File: config.mk
export PLATFORM = sky130hd
export DESIGN_NAME = wts_i2s_tx
export DESIGN_NICKNAME = d
export VERILOG_FILES = /design/src/rtl/wts_i2s_pkg.sv /design/src/rtl/wts_i2s_clkgen.sv /design/src/rtl/wts_i2s_tx.sv
export SDC_FILE = /design/constraint.sdc
export NUM_CORES = 1
export LEC_CHECK = 0
export CORE_MARGIN = 2
export CORE_UTILIZATION = 55
export CTS_CLUSTER_DIAMETER = 80
export DETAILED_ROUTE_END_ITERATION = 10
export GPL_TIMING_DRIVEN = 0
export MAX_ROUTING_LAYER = met4
export PLACE_DENSITY = 0.88
export SYNTH_ARGS = -nofsm -noshare
export SYNTH_HDL_FRONTEND = slang
export SYNTH_SLANG_ARGS = --single-unit
File: constraint.sdc
create_clock -name clk -period 7.1 [get_ports clk]
set_clock_uncertainty 0.05 [all_clocks]
set_input_delay 2.13 -clock clk [delete_from_list [all_inputs] [get_ports clk]]
set_output_delay 2.13 -clock clk [all_outputs]
set_load 0.01 [all_outputs]
File: src/rtl/wts_i2s_pkg.sv
// Shared constants and the sample-to-slot conversion for the wave table sound I2S transmitter.
package wts_i2s_pkg;

  localparam int unsigned SLOT_BITS   = 16;
  localparam int unsigned FRAME_BITS  = 32;
  localparam int unsigned SAMPLE_BITS = 12;

  localparam logic LRCK_LEFT = 1'b0;

  // Offset-binary sample to left-aligned 16-bit two's complement: flip the MSB, pad with zeros.
  function automatic logic [SLOT_BITS-1:0] to_slot(input logic [SAMPLE_BITS-1:0] s);
    return {~s[SAMPLE_BITS-1], s[SAMPLE_BITS-2:0], {(SLOT_BITS - SAMPLE_BITS){1'b0}}};
  endfunction

endpackage

File: src/rtl/wts_i2s_clkgen.sv
// Bit-clock generator: prescaler, registered i2s_bclk and a one-clk enable on each bclk fall.
module wts_i2s_clkgen
  import wts_i2s_pkg::*;
#(
  parameter int unsigned BCLK_DIV = 7
) (
  input  logic clk,
  input  logic nreset,
  output logic bclk,
  output logic fall
);

  localparam int unsigned CntW = (BCLK_DIV > 1) ? $clog2(BCLK_DIV) : 1;
  localparam logic [CntW-1:0] CntMax = CntW'(BCLK_DIV - 1);

  logic [CntW-1:0] cnt_q, cnt_d;
  logic            bclk_q, bclk_d;
  logic            wrap;

  always_ff @(posedge clk or negedge nreset) begin
    if (!nreset) begin
      cnt_q  <= '0;
      bclk_q <= 1'b0;
    end else begin
      cnt_q  <= cnt_d;
      bclk_q <= bclk_d;
    end
  end

  always_comb begin
    wrap   = (cnt_q == CntMax);
    cnt_d  = wrap ? '0 : cnt_q + CntW'(1);
    bclk_d = wrap ? ~bclk_q : bclk_q;
  end

  assign bclk = bclk_q;
  assign fall = wrap & bclk_q;

endmodule

File: src/rtl/wts_i2s_tx.sv
// I2S master transmitter for the 12-bit stereo cartridge output.
// Define WTS_I2S_LEFT_JUSTIFIED_EN for left-justified framing (no one-bit data delay).
module wts_i2s_tx
  import wts_i2s_pkg::*;
#(
  parameter int unsigned BCLK_DIV = 7
) (
  input  logic                   clk,
  input  logic                   nreset,
  input  logic [SAMPLE_BITS-1:0] left_in,
  input  logic [SAMPLE_BITS-1:0] right_in,
  output logic                   i2s_bclk,
  output logic                   i2s_lrck,
  output logic                   i2s_sdata,
  output logic                   sample_strobe
);

  logic                  bclk, fall, capture;
  logic [4:0]            k_q, k_d;
  logic                  lrck_q, lrck_d;
  logic [FRAME_BITS-1:0] w_q, w_d;
  logic                  sdata_q, sdata_d;
  logic                  strobe_q, strobe_d;

  wts_i2s_clkgen #(
    .BCLK_DIV(BCLK_DIV)
  ) u_clkgen (
    .clk   (clk),
    .nreset(nreset),
    .bclk  (bclk),
    .fall  (fall)
  );

  always_ff @(posedge clk or negedge nreset) begin
    if (!nreset) begin
      k_q      <= 5'd31;
      lrck_q   <= ~LRCK_LEFT;
      w_q      <= '0;
      sdata_q  <= 1'b0;
      strobe_q <= 1'b0;
    end else begin
      k_q      <= k_d;
      lrck_q   <= lrck_d;
      w_q      <= w_d;
      sdata_q  <= sdata_d;
      strobe_q <= strobe_d;
    end
  end

  always_comb begin
    capture  = fall && (k_q == 5'd31);
    k_d      = fall ? k_q + 5'd1 : k_q;
    lrck_d   = k_d[4] ? ~LRCK_LEFT : LRCK_LEFT;
    w_d      = capture ? {to_slot(left_in), to_slot(right_in)} : w_q;
    strobe_d = capture;
    sdata_d  = sdata_q;
    if (fall) begin
`ifdef WTS_I2S_LEFT_JUSTIFIED_EN
      sdata_d = w_d[~k_d];
`else
      // On the capture edge w_q is still the previous frame, so it stands in for W_prev.
      sdata_d = capture ? w_q[0] : w_d[5'(6'd32 - {1'b0, k_d})];
`endif
    end
  end

  assign i2s_bclk      = bclk;
  assign i2s_lrck      = lrck_q;
  assign i2s_sdata     = sdata_q;
  assign sample_strobe = strobe_q;

endmodule

==> flow_summary.toml, run 1 <==
[logic_synthesis]
yosysSeqAreaShare = 0.410
async_reset_ff_frac = 1.00
synth_nets = 277
synth_edf_count = 0
yosysWarnings = 0
syn_avg_cell_area_sq_um = 10.6
netlist_instances = 248
ys_ff_latch = 43
netlist_area_sq_mm = 0.00264
ys.flop_type = "dfrtp_1"
yosys.cell_types.count = 47

[clocking]
h-tree-depth = 2
cts_resized = 0
clk_pin_slew_ns = 0.08
root_buffer = "clkbuf_8"
cts_tree = "done"
worstSkewPairLatency_ns = 0.30
cts_hold_buf = 0
numCtsBuffers = 5
clockBufferDepth = 2
cts_setup_buffers = 0
cts_sinks = 43

[floorplanning]
core_area_sq_mm = 0.00466
start_util = 0.566
ios = 30
die_w_microns = 73.3
die_area_sq_mm = 0.00537
rows = 25
chipHeight_microns = 73.3

[setup_path]
rr_worst_depth = 13
timing.reg2reg.setup_slack_ns = 3.49
cp_cell_sequence = "clkdlybuf4s50_1 -> inv_1 -> mux4_2 -> nor2_1 -> a211oi_1 -> a2111oi_0 -> a211o_1 -> a31oi_1"
end_kind = "register"
crit_family = "compound AO/OA/AOI/OAI gates"
crit_slowest_cell = "a2111oi_0"
critPathKind = "in -> reg"
critPathMaxFanout = 2
reg2reg_to = "i2s_sdata$_DFFE_PN0N_"
path_buf_inv = 2
crit-reg2reg-launch = "u_clkgen.cnt_q[1]$_DFF_PN0_"
arrival_ns = 4.00
cp.required_ns = 7.23
cp-start-kind = "input pin"
slowest_delay_ns = 0.49

[route]
via_per_inst = 6.20
drt-pass1-iter-count = 5
via_count = 2107
wl_microns = 5960
wire_per_inst_microns = 17.5
ant_nets = 0
drc = 0
drt_iter0_drc = 209

[grt]
overflow = 0
grt_pass1_wl_microns = 10100
grt_max_degree = 24
grt_pass1_vias = 2063
antenna_found_initial = 0
grt.total_usage = 0.251

[final_layout]
diodes = 0
final_cell_mix = "dfrtp_1, mux2_2, clkdlybuf4s50_1"
nNetsFinal = 314
areaGrowthSynthToFinish_pct = 17.5
drive_above_1_share = 0.231
final_area_sq_mm = 0.00310
final_common_cell = "dfrtp_1"
nFillCells = 364

[timing]
rsz0062_at_grt = "false"
tns_ns = 0
fin_ws_ns = 3.23
hold_violations = 0
fin_crit_sh = 0.545
worst-slew-pin-transition_ns = 0.577
hold_ws_ns = 0.419
finalMaxSlewViolations = 0
layout_min_cycle_time_ns = 3.87
final-setup-viol-count = 0
slew_headroom = 0.615
fmax_mhz = 259

[power_and_ir_drop]
cellPowerDensity_mw_per_mm2 = 145
max-vdd-ir-drop_mv = 0.149
leakagePower_nw = 1.43

[min_path]
min_path_cells = 1
hp-start = "u_clkgen.cnt_q[0]$_DFF_PN0_"
hp-class = "reg -> reg"
holdPathEnd = "u_clkgen.cnt_q[0]$_DFF_PN0_"

[place]
place_hpwl_microns = 4200
gp_congestion = 0.932
place_area_sq_mm = 0.00302
portBuffers = 29
post-place-ws_ns = 2.97

[run_status]
status = "completed"

[run]
timing.max_cap.violations = 0
==> per-stage QoR <==
stage | instances | util | power (mW)
floorplan | 248 | - | 0.274
global placement | 331 | 0.643 | 0.297
detailed placement | 332 | 0.648 | 0.300
CTS | 340 | 0.665 | 0.452
global route | 340 | 0.665 | 0.466
finish | 340 | 0.665 | 0.449
==> cells in the mapped netlist, types with 3 or more instances <==
library cell,n,area [sq um]
mux2i_1,24,240
xnor2_1,3,26.3
mux4_2,3,67.6
dfrtp_1,38,951
nand3_1,11,55.1
a211oi_1,3,22.5
buf_2,8,40.0
ha_1,3,37.5
a31oi_1,6,37.5
inv_1,6,22.5
nor3_1,4,20.0
mux2_2,30,338
nor2b_1,4,25.0
nor2_1,10,37.5
o21ai_0,10,50.1
nand2b_1,4,25.0
nand2_1,15,56.3
a21oi_1,7,35.0
dfstp_2,5,131
buf_1,3,11.3
and2_1,10,62.6
o211ai_1,6,45.0
==> cell type report <==
type / instances / area, sq um / area share
Multi-Input combinational cell: 180 / 1430 / 0.461
Tap cell: 54 / 67.6 / 0.0218
Buffer: 17 / 96.3 / 0.0311
Sequential cell: 43 / 1080 / 0.349
Clock inverter: 1 / 5.00 / 0.00161
Timing Repair Buffer: 30 / 313 / 0.101
Inverter: 8 / 30.0 / 0.00969
Clock buffer: 7 / 76.3 / 0.0246
==> worst max path at each step <==
stage / cells past startpoint / to / from
finish: 8 / i2s_sdata$_DFFE_PN0N_ / left_in[11]
global route: 8 / i2s_sdata$_DFFE_PN0N_ / left_in[11]
CTS: 8 / i2s_sdata$_DFFE_PN0N_ / left_in[11]
detailed placement: 8 / i2s_sdata$_DFFE_PN0N_ / left_in[11]
global placement: 1 / w_q[22]$_DFF_PN0_ / nreset
floorplan: 7 / i2s_sdata$_DFFE_PN0N_ / left_in[11]
==> logic make-up after synthesis <==
kind of cell,after synthesis,share of synthesized area
buffers and inverters,25,0.0479
xor gates and xnor gates,6,0.0299
DFF,43,0.410
muxes,57,0.245
AOI/OAI and AO/OA,48,0.124
and+or+nand+nor,66,0.129
adders and majority gates,3,0.0142
==> sequential cells by signal, summed over array words and instances (netlist names) <==
register,cells
w_q,32
i2s_sdata,1
k_q,5
sample_strobe,1
u_clkgen.bclk,1
u_clkgen.cnt_q,3
==> layer usage <==
metal  track usage  part of all wire  routed length, microns  vias to the layer above
met1         0.348              0.43                    2590                     1034
met4        0.0782             0.011                      67                        0
met2         0.383              0.49                    2920                       88
met3        0.0357             0.066                     395                       10
met5             -                 0                       0                        -
li1              -                 -                       -                      975
==> worst reg2reg max path, delay by kind of cell, from the launching register on <==
kind	cells	cell delay [ns]
buffers and inverters	4	1.26
DFF	1	0.44
and+or+nand+nor	3	0.45
AOI/OAI and AO/OA	5	1.08
adders and majority gates	1	0.27
==> where the power goes <==
part	total [mW]	internal (mW)	leakage (nW)	switching (mW)
Clock	0.154	0.0692	0.0422	0.0848
Sequential	0.256	0.251	0.515	0.00461
Combinational	0.0388	0.0245	0.875	0.0143
No activity file was read; power rests on OpenSTA's default activity.
==> run 2, diff against run 1 <==
==> constraint.sdc (replaced) <==
create_clock -name clk -period 4.1 [get_ports clk]
set_clock_uncertainty 0.05 [all_clocks]
set_input_delay 1.23 -clock clk [delete_from_list [all_inputs] [get_ports clk]]
set_output_delay 1.23 -clock clk [all_outputs]
set_load 0.01 [all_outputs]
==> results of run 2 <==
The final DEF is identical to that of run 1. Status: completed.
Among the figures that moved: setup slack after placement 2.97 ns -> 0.608 ns; setup slack after layout 3.23 ns -> 0.487 ns; start point of the critical path left_in[11] -> u_clkgen.cnt_q[1]$_DFF_PN0_; register-to-register setup slack 3.49 ns -> 0.49 ns; total power 0.449 mW -> 0.777 mW; worst IR drop on VDD 0.149 mV -> 0.258 mV
